===== src/rtl/branch_predictor_pkg.sv =====
// Shared ISA encodings and PHT counter constants for the branch predictor.
// Pure declarations: no latency and no backpressure apply here.
package branch_predictor_pkg;

    localparam logic [5:0] OP_REGIMM = 6'b000001;
    localparam logic [5:0] OP_BEQ    = 6'b000100;
    localparam logic [5:0] OP_BNE    = 6'b000101;
    localparam logic [5:0] OP_BLEZ   = 6'b000110;
    localparam logic [5:0] OP_BGTZ   = 6'b000111;

    localparam logic [4:0] RT_BLTZ   = 5'b00000;
    localparam logic [4:0] RT_BGEZ   = 5'b00001;
    localparam logic [4:0] RT_BLTZAL = 5'b10000;
    localparam logic [4:0] RT_BGEZAL = 5'b10001;

    // Weakly not-taken: MSB clear, every lower bit set.
    function automatic int ctr_init(input int width);
        return (1 << (width - 1)) - 1;
    endfunction

endpackage


===== src/rtl/branch_outcome.sv =====
// Decodes an EX instruction plus the ALU zero flag into branch / actual-direction.
// Latency: purely combinational; no backpressure, unrecognised encodings give 0/0.
module branch_outcome
    import branch_predictor_pkg::*;
(
    input  logic [31:0] instruction,
    input  logic        alu_zero,
    output logic        is_branch,
    output logic        taken
);

    logic [5:0] opcode;
    logic [4:0] rt;
    logic       set;
    logic       unused_fields;

    assign opcode        = instruction[31:26];
    assign rt            = instruction[20:16];
    assign set           = ~alu_zero;
    assign unused_fields = ^{instruction[25:21], instruction[15:0]};

    always_comb begin
        is_branch = 1'b0;
        taken     = 1'b0;
        case (opcode)
            OP_REGIMM: begin
                case (rt)
                    RT_BLTZ, RT_BLTZAL: begin
                        is_branch = 1'b1;
                        taken     = set;
                    end
                    RT_BGEZ, RT_BGEZAL: begin
                        is_branch = 1'b1;
                        taken     = ~set;
                    end
                    default: ;
                endcase
            end
            OP_BEQ: begin
                is_branch = 1'b1;
                taken     = alu_zero;
            end
            OP_BNE: begin
                is_branch = 1'b1;
                taken     = ~alu_zero;
            end
            OP_BLEZ: begin
                is_branch = 1'b1;
                taken     = set;
            end
            OP_BGTZ: begin
                is_branch = 1'b1;
                taken     = ~set;
            end
            default: ;
        endcase
    end

endmodule


===== src/rtl/branch_predictor.sv =====
// Bimodal/gshare direction predictor: PHT of saturating counters, history and perf counters.
// Latency: zero-cycle predict and resolve, PHT/GHR/perf update on the next edge; never stalls.
module branch_predictor
    import branch_predictor_pkg::*;
#(
    parameter int PHT_BITS   = 6,
    parameter int CTR_WIDTH  = 2,
    parameter int GHR_BITS   = 0,
    parameter int PERF_WIDTH = 32
) (
    input  logic                  clk,
    input  logic                  rst_n,
    input  logic [31:0]           pred_pc,
    output logic                  pred_taken,
    output logic [PHT_BITS-1:0]   pred_index,
    input  logic                  res_valid,
    input  logic [31:0]           res_instruction,
    input  logic                  res_aluZero,
    input  logic                  res_pred_taken,
    input  logic [PHT_BITS-1:0]   res_index,
    output logic                  res_is_branch,
    output logic                  res_taken,
    output logic                  mispredict,
    output logic [PERF_WIDTH-1:0] perf_branches,
    output logic [PERF_WIDTH-1:0] perf_mispredicts
);

    localparam int                   PHT_ENTRIES = 1 << PHT_BITS;
    localparam logic [CTR_WIDTH-1:0] CTR_RST     = CTR_WIDTH'(ctr_init(CTR_WIDTH));
    localparam logic [CTR_WIDTH-1:0] CTR_MAX     = '1;

    logic [CTR_WIDTH-1:0] pht [PHT_ENTRIES];
    logic [PHT_BITS-1:0]  hist;
    logic                 upd;
    logic                 unused_pc;

    assign unused_pc = ^{pred_pc[31:PHT_BITS+2], pred_pc[1:0]};

    branch_outcome u_outcome (
        .instruction (res_instruction),
        .alu_zero    (res_aluZero),
        .is_branch   (res_is_branch),
        .taken       (res_taken)
    );

    assign upd        = res_valid & res_is_branch;
    assign mispredict = upd & (res_taken != res_pred_taken);

    // History is trained only at resolve, so wrong-path fetches never pollute it.
    generate
        if (GHR_BITS > 0) begin : g_gshare
            logic [GHR_BITS-1:0] ghr;
            always_ff @(posedge clk or negedge rst_n) begin
                if (!rst_n) begin
                    ghr <= '0;
                end else if (upd) begin
                    ghr <= (ghr << 1) | GHR_BITS'(res_taken);
                end
            end
            assign hist = PHT_BITS'(ghr);
        end else begin : g_bimodal
            assign hist = '0;
        end
    endgenerate

    assign pred_index = pred_pc[PHT_BITS+1:2] ^ hist;
    // No bypass: a same-index update this cycle is visible only after the edge.
    assign pred_taken = pht[pred_index][CTR_WIDTH-1];

    always_ff @(posedge clk or negedge rst_n) begin
        if (!rst_n) begin
            for (int i = 0; i < PHT_ENTRIES; i++) begin
                pht[i] <= CTR_RST;
            end
        end else if (upd) begin
            if (res_taken) begin
                if (pht[res_index] != CTR_MAX) begin
                    pht[res_index] <= pht[res_index] + 1'b1;
                end
            end else if (pht[res_index] != '0) begin
                pht[res_index] <= pht[res_index] - 1'b1;
            end
        end
    end

    always_ff @(posedge clk or negedge rst_n) begin
        if (!rst_n) begin
            perf_branches    <= '0;
            perf_mispredicts <= '0;
        end else begin
            if (upd && !(&perf_branches)) begin
                perf_branches <= perf_branches + 1'b1;
            end
            if (mispredict && !(&perf_mispredicts)) begin
                perf_mispredicts <= perf_mispredicts + 1'b1;
            end
        end
    end

endmodule


===== config.mk =====
export PLATFORM = sky130hd
export DESIGN_NAME = branch_predictor
export DESIGN_NICKNAME = d
export VERILOG_FILES = /design/src/rtl/branch_predictor_pkg.sv /design/src/rtl/branch_outcome.sv /design/src/rtl/branch_predictor.sv
export SDC_FILE = /design/constraint.sdc
export NUM_CORES = 1
export LEC_CHECK = 0
export CORE_MARGIN = 2
export CORE_UTILIZATION = 40
export CTS_CLUSTER_SIZE = 16
export DETAILED_ROUTE_END_ITERATION = 10
export GPL_TIMING_DRIVEN = 0
export SETUP_SLACK_MARGIN = 0.2
export SYNTH_ARGS = -nofsm -noshare
export SYNTH_HDL_FRONTEND = slang
export SYNTH_SLANG_ARGS = --single-unit

===== constraint.sdc =====
create_clock -name clk -period 3.8 [get_ports clk]
set_input_delay 0.76 -clock clk [delete_from_list [all_inputs] [get_ports clk]]
set_output_delay 0.76 -clock clk [all_outputs]
set_load 0.01 [all_outputs]

==> summary.md, run 1 <==
| Metric | Value |
|---|---|
| Clock-pin slew on the worst setup and hold paths | 0.08 ns |
| Min Tclk post-route | 3.948 ns |
| Slew Viols, Final | 0 |
| Dpl ws | -1.974 ns |
| I/O Buffers | 96 |
| CTS buffer count | 17 |
| Syn Area/Cell | 11.99 µm² |
| Clk Latency, worst-skew pair | 0.44 ns |
| Die X-Extent | 164.4 µm |
| Initial antenna violation count | 0 |
| Cell area after synthesis | 10290 µm² |
| Vias in the first global route | 8116 |
| Worst endpoint required time | 4.12 ns |
| Ys Warns | 0 |
| Final hold vios | 0 |
| Max_cap viols | 0 |
| Post-route ant nets | 0 |
| Mapped Cells | 858 |
| Final period utilization | 103.9% |
| Die footprint | 27020 µm² |
| RD Place Congestion | 0.8444 |
| Via count | 7782 |
| Post-Route WL | 31.43 mm |
| Clock sink total | 192 |
| Antenna cells | 0 |
| Hold_buf cts | 0 |
| Final instance count without filler cells | 1354 |
| Most frequent cells in the layout | 128 x dfrtp_1, 80 x mux2_4, 80 x clkdlybuf4s50_1, 64 x dfstp_2, 59 x mux2_2 |
| Post-synthesis cell type count | 55 |
| Total GRT Usage | 23.64% |
| Die outline height | 164.4 µm |
| Critical-path maximum fanout | 8 |
| Max Clk Rate | 0.2533 GHz |
| Post-DP Area | 11940 µm² |
| Root buf cell | clkbuf_16 |
| Status | complete, but fails checks |
| Share of cells above drive strength 1 | 44.82% |
| CP max-delay cell | or3b_2 |
| Placed cell count | 1285 |
| Global-route wire length before repair | 47.92 mm |
| Unrepaired setup endpoints after global routing | yes |
| Ys flop type | dfrtp_1 |
| I/O pins | 149 |
| Post-synthesis sequential area ratio | 47.47% |
| Post-synth EDFFs | 0 |
| Clock Tree Buf Depth | 2 |
| WL/cell | 23.21 µm |
| Layout area overhead | 34.78% |
| Total congestion overflow | 0 |
| Max stage delay on crit path | 0.46 ns |
| Critical path class | primary input to flip-flop |
| TNS Setup | -2.985 ns |
| PwrDens | 339.5 nW/µm² |
| Crit path cell chain | dlygate4sd2_1 -> or3b_2 -> clkbuf_8 -> o221ai_2 -> o21a_1 -> a211oi_2 -> o211ai_1 -> clkbuf_8 -> nor2_1 -> ha_2 -> nand2b_4 -> or4_4 -> mux2_4 -> nor2_4 -> mux2_4 |
| Cell area after layout | 13870 µm² |
| Avg Vias per Cell | 5.747 |
| Hold Slack | 0.2950 ns |
| Crit path DAT | 4.26 ns |
| Nets | 1090 |
| Post-route setup slack | -0.1484 ns |
| Leak | 0.005800 µW |
| Max VDD drop | 0.3053 mV |
| Post-DP HPWL | 20.42 mm |
| Least-Margin Pin Slew | 1.147 ns |
| CTS tree | yes |
| Initial DRC Count | 465 |
| Crit. End Element | flip-flop |
| Final setup fails | 60 |
| Failing checks | negative setup slack |
| Initial Util | 40.75% |
| Asr flop ratio synth | 100.0% |
| DRC | 0 |
| Commonest non-fill, non-tap cell in the layout | dfrtp_1 |
| Fill cells | 2183 |
| Worst hold-check path type | primary input to asynchronous set/reset pin |
| Core outline area | 25250 µm² |
| Startpoint types | primary input |
| Largest net degree at the start of global routing | 117 |
| Slew headroom | 23.54% |
| Seq cells post-synth | 192 |
| CTS H-tree lvls | 4 |
| Net Count, Synth | 937 |
| DRT Pass-1 Iters | 5 |
| # rows | 58 |
| Clk_skew | 0.01821 ns |
-- path summary, 6_finish.rpt --
path	startpoint	to	slack (ns)	cells after the start
worst min register to register	perf_mispredicts[18]	perf_mispredicts[18]	0.50	1
worst max register to register	flip-flop	pht[19]	0.10	13
worst min-delay path	rst_n	pht[105]	0.29	1
max in group asynchronous	rst_n	perf_mispredicts[6]	2.51	2
min in group clk	perf_mispredicts[18]	perf_mispredicts[18]	0.50	1
worst max-delay path	res_index[4]	pht[19]	-0.15	15
-- routing by layer --
layer	track usage, %	share of wire, %	vias up
li1	-	-	3463
met1	31.93	44	3982
met2	36.90	47	299
met3	6.781	7.3	38
met4	7.431	1.7	0
met5	0	0	-
-- cell usage after synthesis, types with 3 or more instances --
cell | number | area (µm²)
o21ai_0 | 3 | 15.01
nand4_1 | 40 | 250.2
nor4_1 | 13 | 81.33
dfstp_2 | 64 | 1682
a211oi_1 | 6 | 45.04
and3_1 | 12 | 75.07
a22oi_1 | 4 | 30.03
a221oi_1 | 5 | 43.79
nor3b_1 | 3 | 22.52
inv_1 | 15 | 56.30
xnor2_1 | 53 | 464.2
o22ai_1 | 3 | 18.77
o221ai_1 | 3 | 26.28
buf_4 | 7 | 52.55
buf_2 | 12 | 60.06
mux2i_1 | 23 | 230.2
nor4b_1 | 3 | 26.28
nand3_1 | 30 | 150.1
or3_1 | 5 | 31.28
nor2b_1 | 4 | 25.02
o211ai_1 | 5 | 37.54
and2_1 | 7 | 43.79
nor2_1 | 56 | 210.2
mux2_2 | 139 | 1565
nand2b_1 | 4 | 25.02
or2_2 | 5 | 31.28
clkbuf_1 | 31 | 116.4
dfrtp_1 | 128 | 3203
or4_1 | 9 | 67.56
a21oi_1 | 9 | 45.04
xor2_1 | 11 | 96.34
buf_6 | 3 | 33.78
mux4_2 | 36 | 810.8
ha_1 | 4 | 50.05
buf_1 | 3 | 11.26
nor3_1 | 17 | 85.08
nand2_1 | 59 | 221.5
-- worst max-delay path: cells and delay by family --
family                     cells  cell delay [ns]
and+or+nand+nor                5             1.28
muxes                          2             0.73
AOI/OAI and AO/OA              4             0.64
adders and majority gates      1             0.19
buffers and inverters          3             0.65
-- timing repair --
action	CTS	global route
resized for setup	174	101
buffers inserted	29	9
endpoints found under the hold margin	0	0
pin swaps	22	29
endpoints found under the setup margin	132	130
-- cell type report --
class	count	area [µm²]	area share, %
Clock buffer	21	440.4	3.176
Multi-Input combinational cell	595	6063	43.72
Clock inverter	11	155.1	1.119
Sequential cell	192	4885	35.22
Inverter	15	56.30	0.4060
Tap cell	330	412.9	2.977
Timing Repair Buffer	135	1356	9.780
Buffer	55	499.2	3.600
-- through the flow --
step | utilization, % | total power (µW)
6_report | 54.91 | 4708
5_1_grt | 54.91 | 4863
4_1_cts | 53.01 | 4692
3_5_place_dp | 47.27 | 2732
3_3_place_gp | 47.14 | 2725
2_1_floorplan | - | 2445
-- kinds of logic (layout without fill, tap and decap cells) --
group                      count (synthesis)  in the layout  synth area share (%)
and+or+nand+nor                          275            275                 13.92
muxes                                    199            199                 25.46
DFF                                      192            192                 47.47
buffers and inverters                     71            237                 3.210
xor gates and xnor gates                  64             64                 5.447
AOI/OAI and AO/OA                         53             53                 4.001
adders and majority gates                  4              4                0.4864
-- power breakdown --
group / total (µW) / internal [µW] / switching, µW
combinational: 680 / 284 / 396
sequential: 2140 / 2090 / 46.4
clock: 1890 / 1050 / 841
(Power assumes the default switching activity.)
==> inputs of run 2 (changes only) <==
CORE_UTILIZATION = 25   (was 40)
==> summary.md, run 2 (same netlist as run 1, synthesis figures left out) <==
| Metric | Value |
|---|---|
| Status | finished, final reports clean (was complete, but fails checks) |
| Fill cells | 4105 (was 2183) |
| Worst hold-check path type | primary input to asynchronous set/reset pin (unchanged) |
| Post-route ant nets | 0 (unchanged) |
| Global-route wire length before repair | 49.20 mm (was 47.92 mm) |
| Initial DRC Count | 530 (was 465) |
| Root buf cell | clkbuf_16 (unchanged) |
| Final setup fails | 0 (was 60) |
| Sequential Power Share | 46.0% (was 45.5%) |
| Switch share | 28.67% (was 27.26%) |
| P_sw | 1335 µW (was 1284 µW) |
| Total Power | 4656 µW (was 4708 µW) |
| Largest net degree at the start of global routing | 102 (was 117) |
| Clock sink total | 192 (unchanged) |
| Internal cell power | 3321 µW (was 3425 µW) |
| Post-Route WL | 31.87 mm (was 31.43 mm) |
| Nets | 1097 (was 1090) |
| Hold_buf cts | 0 (unchanged) |
| Leak | 0.005674 µW (was 0.005800 µW) |
| Clock Tree Buf Depth | 2 (unchanged) |
| Footprint of the multi-input gates | 5698 µm² (was 6063 µm²) |
| Least-Margin Pin Slew | 1.177 ns (was 1.147 ns) |
| Most frequent cells in the layout | 128 x dfrtp_1, 111 x mux2_2, 78 x clkdlybuf4s50_1, 64 x dfstp_2, 52 x xnor2_1 (was 128 x dfrtp_1, 80 x mux2_4, 80 x clkdlybuf4s50_1, 64 x dfstp_2, 59 x mux2_2) |
| Clk_skew | 0.01597 ns (was 0.01821 ns) |
| CTS buffer count | 17 (unchanged) |
| Initial antenna violation count | 0 (unchanged) |
| Final period utilization | 98.96% (was 103.9%) |
| CTS tree | yes (unchanged) |
| Total congestion overflow | 0 (unchanged) |
| RD Place Congestion | 0.8518 (was 0.8444) |
| Layout area overhead | 34.84% (was 34.78%) |
| Critical path class | primary input to flip-flop (unchanged) |
| Initial Util | 25.26% (was 40.75%) |
| Critical-path maximum fanout | 8 (unchanged) |
| I/O pins | 149 (unchanged) |
| Commonest non-fill, non-tap cell in the layout | dfrtp_1 (unchanged) |
| Antenna cells | 0 (unchanged) |
| Share of cells above drive strength 1 | 43.74% (was 44.82%) |
| # rows | 74 (was 58) |
| Max VDD drop | 0.2725 mV (was 0.3053 mV) |
| DRC | 0 (unchanged) |
| Via count | 7870 (was 7782) |
| Avg Vias per Cell | 5.035 (was 5.747) |
| Slew Viols, Final | 0 (unchanged) |
| Die X-Extent | 206.9 µm (was 164.4 µm) |
| Core outline area | 40740 µm² (was 25250 µm²) |
| Max_cap viols | 0 (unchanged) |
| Post-DP Area | 12220 µm² (was 11940 µm²) |
| I/O Buffers | 96 (unchanged) |
| Part of the power in combinational logic | 14.5% (was 14.4%) |
| Worst endpoint required time | 4.14 ns (was 4.12 ns) |
| Crit path DAT | 4.10 ns (was 4.26 ns) |
| Die outline height | 206.9 µm (was 164.4 µm) |
| Sequential cell area | 4885 µm² (unchanged) |
| Max Clk Rate | 0.2659 GHz (was 0.2533 GHz) |
| CTS H-tree lvls | 4 (unchanged) |
| DRT Pass-1 Iters | 5 (unchanged) |
| Post-DP HPWL | 21.40 mm (was 20.42 mm) |
| Cell area after layout | 13870 µm² (about the same) |
| Unrepaired setup endpoints after global routing | yes (unchanged) |
| Vias in the first global route | 8148 (was 8116) |
| Slew headroom | 21.52% (was 23.54%) |
| Total GRT Usage | 15.28% (was 23.64%) |
| Final hold vios | 0 (unchanged) |
| WL/cell | 20.39 µm (was 23.21 µm) |
| Min Tclk post-route | 3.760 ns (was 3.948 ns) |
| Clock-pin slew on the worst setup and hold paths | 0.08 ns (about the same) |
| Crit. End Element | flip-flop (unchanged) |
| Clk pwr share | 39.5% (was 40.1%) |
| Die footprint | 42800 µm² (was 27020 µm²) |
| Clk Latency, worst-skew pair | 0.46 ns (was 0.44 ns) |
| Startpoint types | primary input (unchanged) |
| PwrDens | 335.6 nW/µm² (was 339.5 nW/µm²) |
run 2: layout make-up:
class                      instances  area share [%]
clock buffer                      18           3.093
sequential                       192           35.21
inverter                          15          0.4058
buffer                            55           3.733
timing repair buffer             142           10.59
multi-input combinational        595           41.07
clock inverter                    14           1.109
tap                              532           4.798
run 2: critical path, stage by stage:
cell,delay (ns)
buf_12,0.11
buf_12,0.14
and2_1,0.16
clkbuf_4,0.17
a22oi_2,0.19
a21oi_2,0.10
a211oi_2,0.26
o211ai_1,0.17
clkbuf_8,0.18
or2_4,0.23
ha_4,0.16
nand2b_4,0.14
or4_1,0.40
mux2_4,0.43
nor2_4,0.18
mux2_4,0.31
run 2: metal layers:
metal	up-vias	wire length, µm	track usage, %	part of all wire (%)
met4	0	847	5.851	2.7
met3	55	2588	4.176	8.1
met5	-	0	0	0
met1	4023	14450	21.37	45
li1	3481	-	-	-
met2	311	13990	22.42	44
run 2: path summary, 6_finish.rpt:
path	start	end	slack [ns]	cells past startpoint
max	res_index[1]	pht[35]	0.04	16
min	rst_n	perf_mispredicts[23]	0.16	1
max reg2reg	flip-flop	pht[35]	0.17	13
min reg2reg	perf_branches[29]	perf_branches[29]	0.50	1
max in group asynchronous	rst_n	asynchronous set/reset pin	2.56	3
min in group clk	perf_branches[29]	perf_branches[29]	0.50	1
run 2: power groups by stage:
stage | Clock, µW | Sequential, µW | Combinational [µW]
finish | 1840 | 2140 | 676
global route | 1970 | 2150 | 723
CTS | 1890 | 2140 | 645
detailed placement | 0 | 2180 | 556
global placement | 0 | 2180 | 543
floorplan | 0 | 2180 | 267
run 2: stage by stage:
stage                     hold WS (ns)  utilization, %  worst slack [ns]  TNS (ns)  cells
after floorplan                 0.4644               -          -0.04425   -0.3998    858
after global placement          0.4853           29.84            -6.495  -1272.12   1486
after detailed placement        0.4823           29.99            -2.043   -203.78   1488
after CTS                       0.1474           33.40            0.1062         0   1559
after global routing            0.1569           34.06          -0.02435   -0.1178   1563
final                           0.1580           34.06           0.03959         0   1563
run 2: what timing repair did:
action,4_1_cts,5_1_grt
gates cloned,2,1
pin swaps,17,7
endpoints found under the setup margin,132,127
resized for setup,133,64
setup buffers,38,3
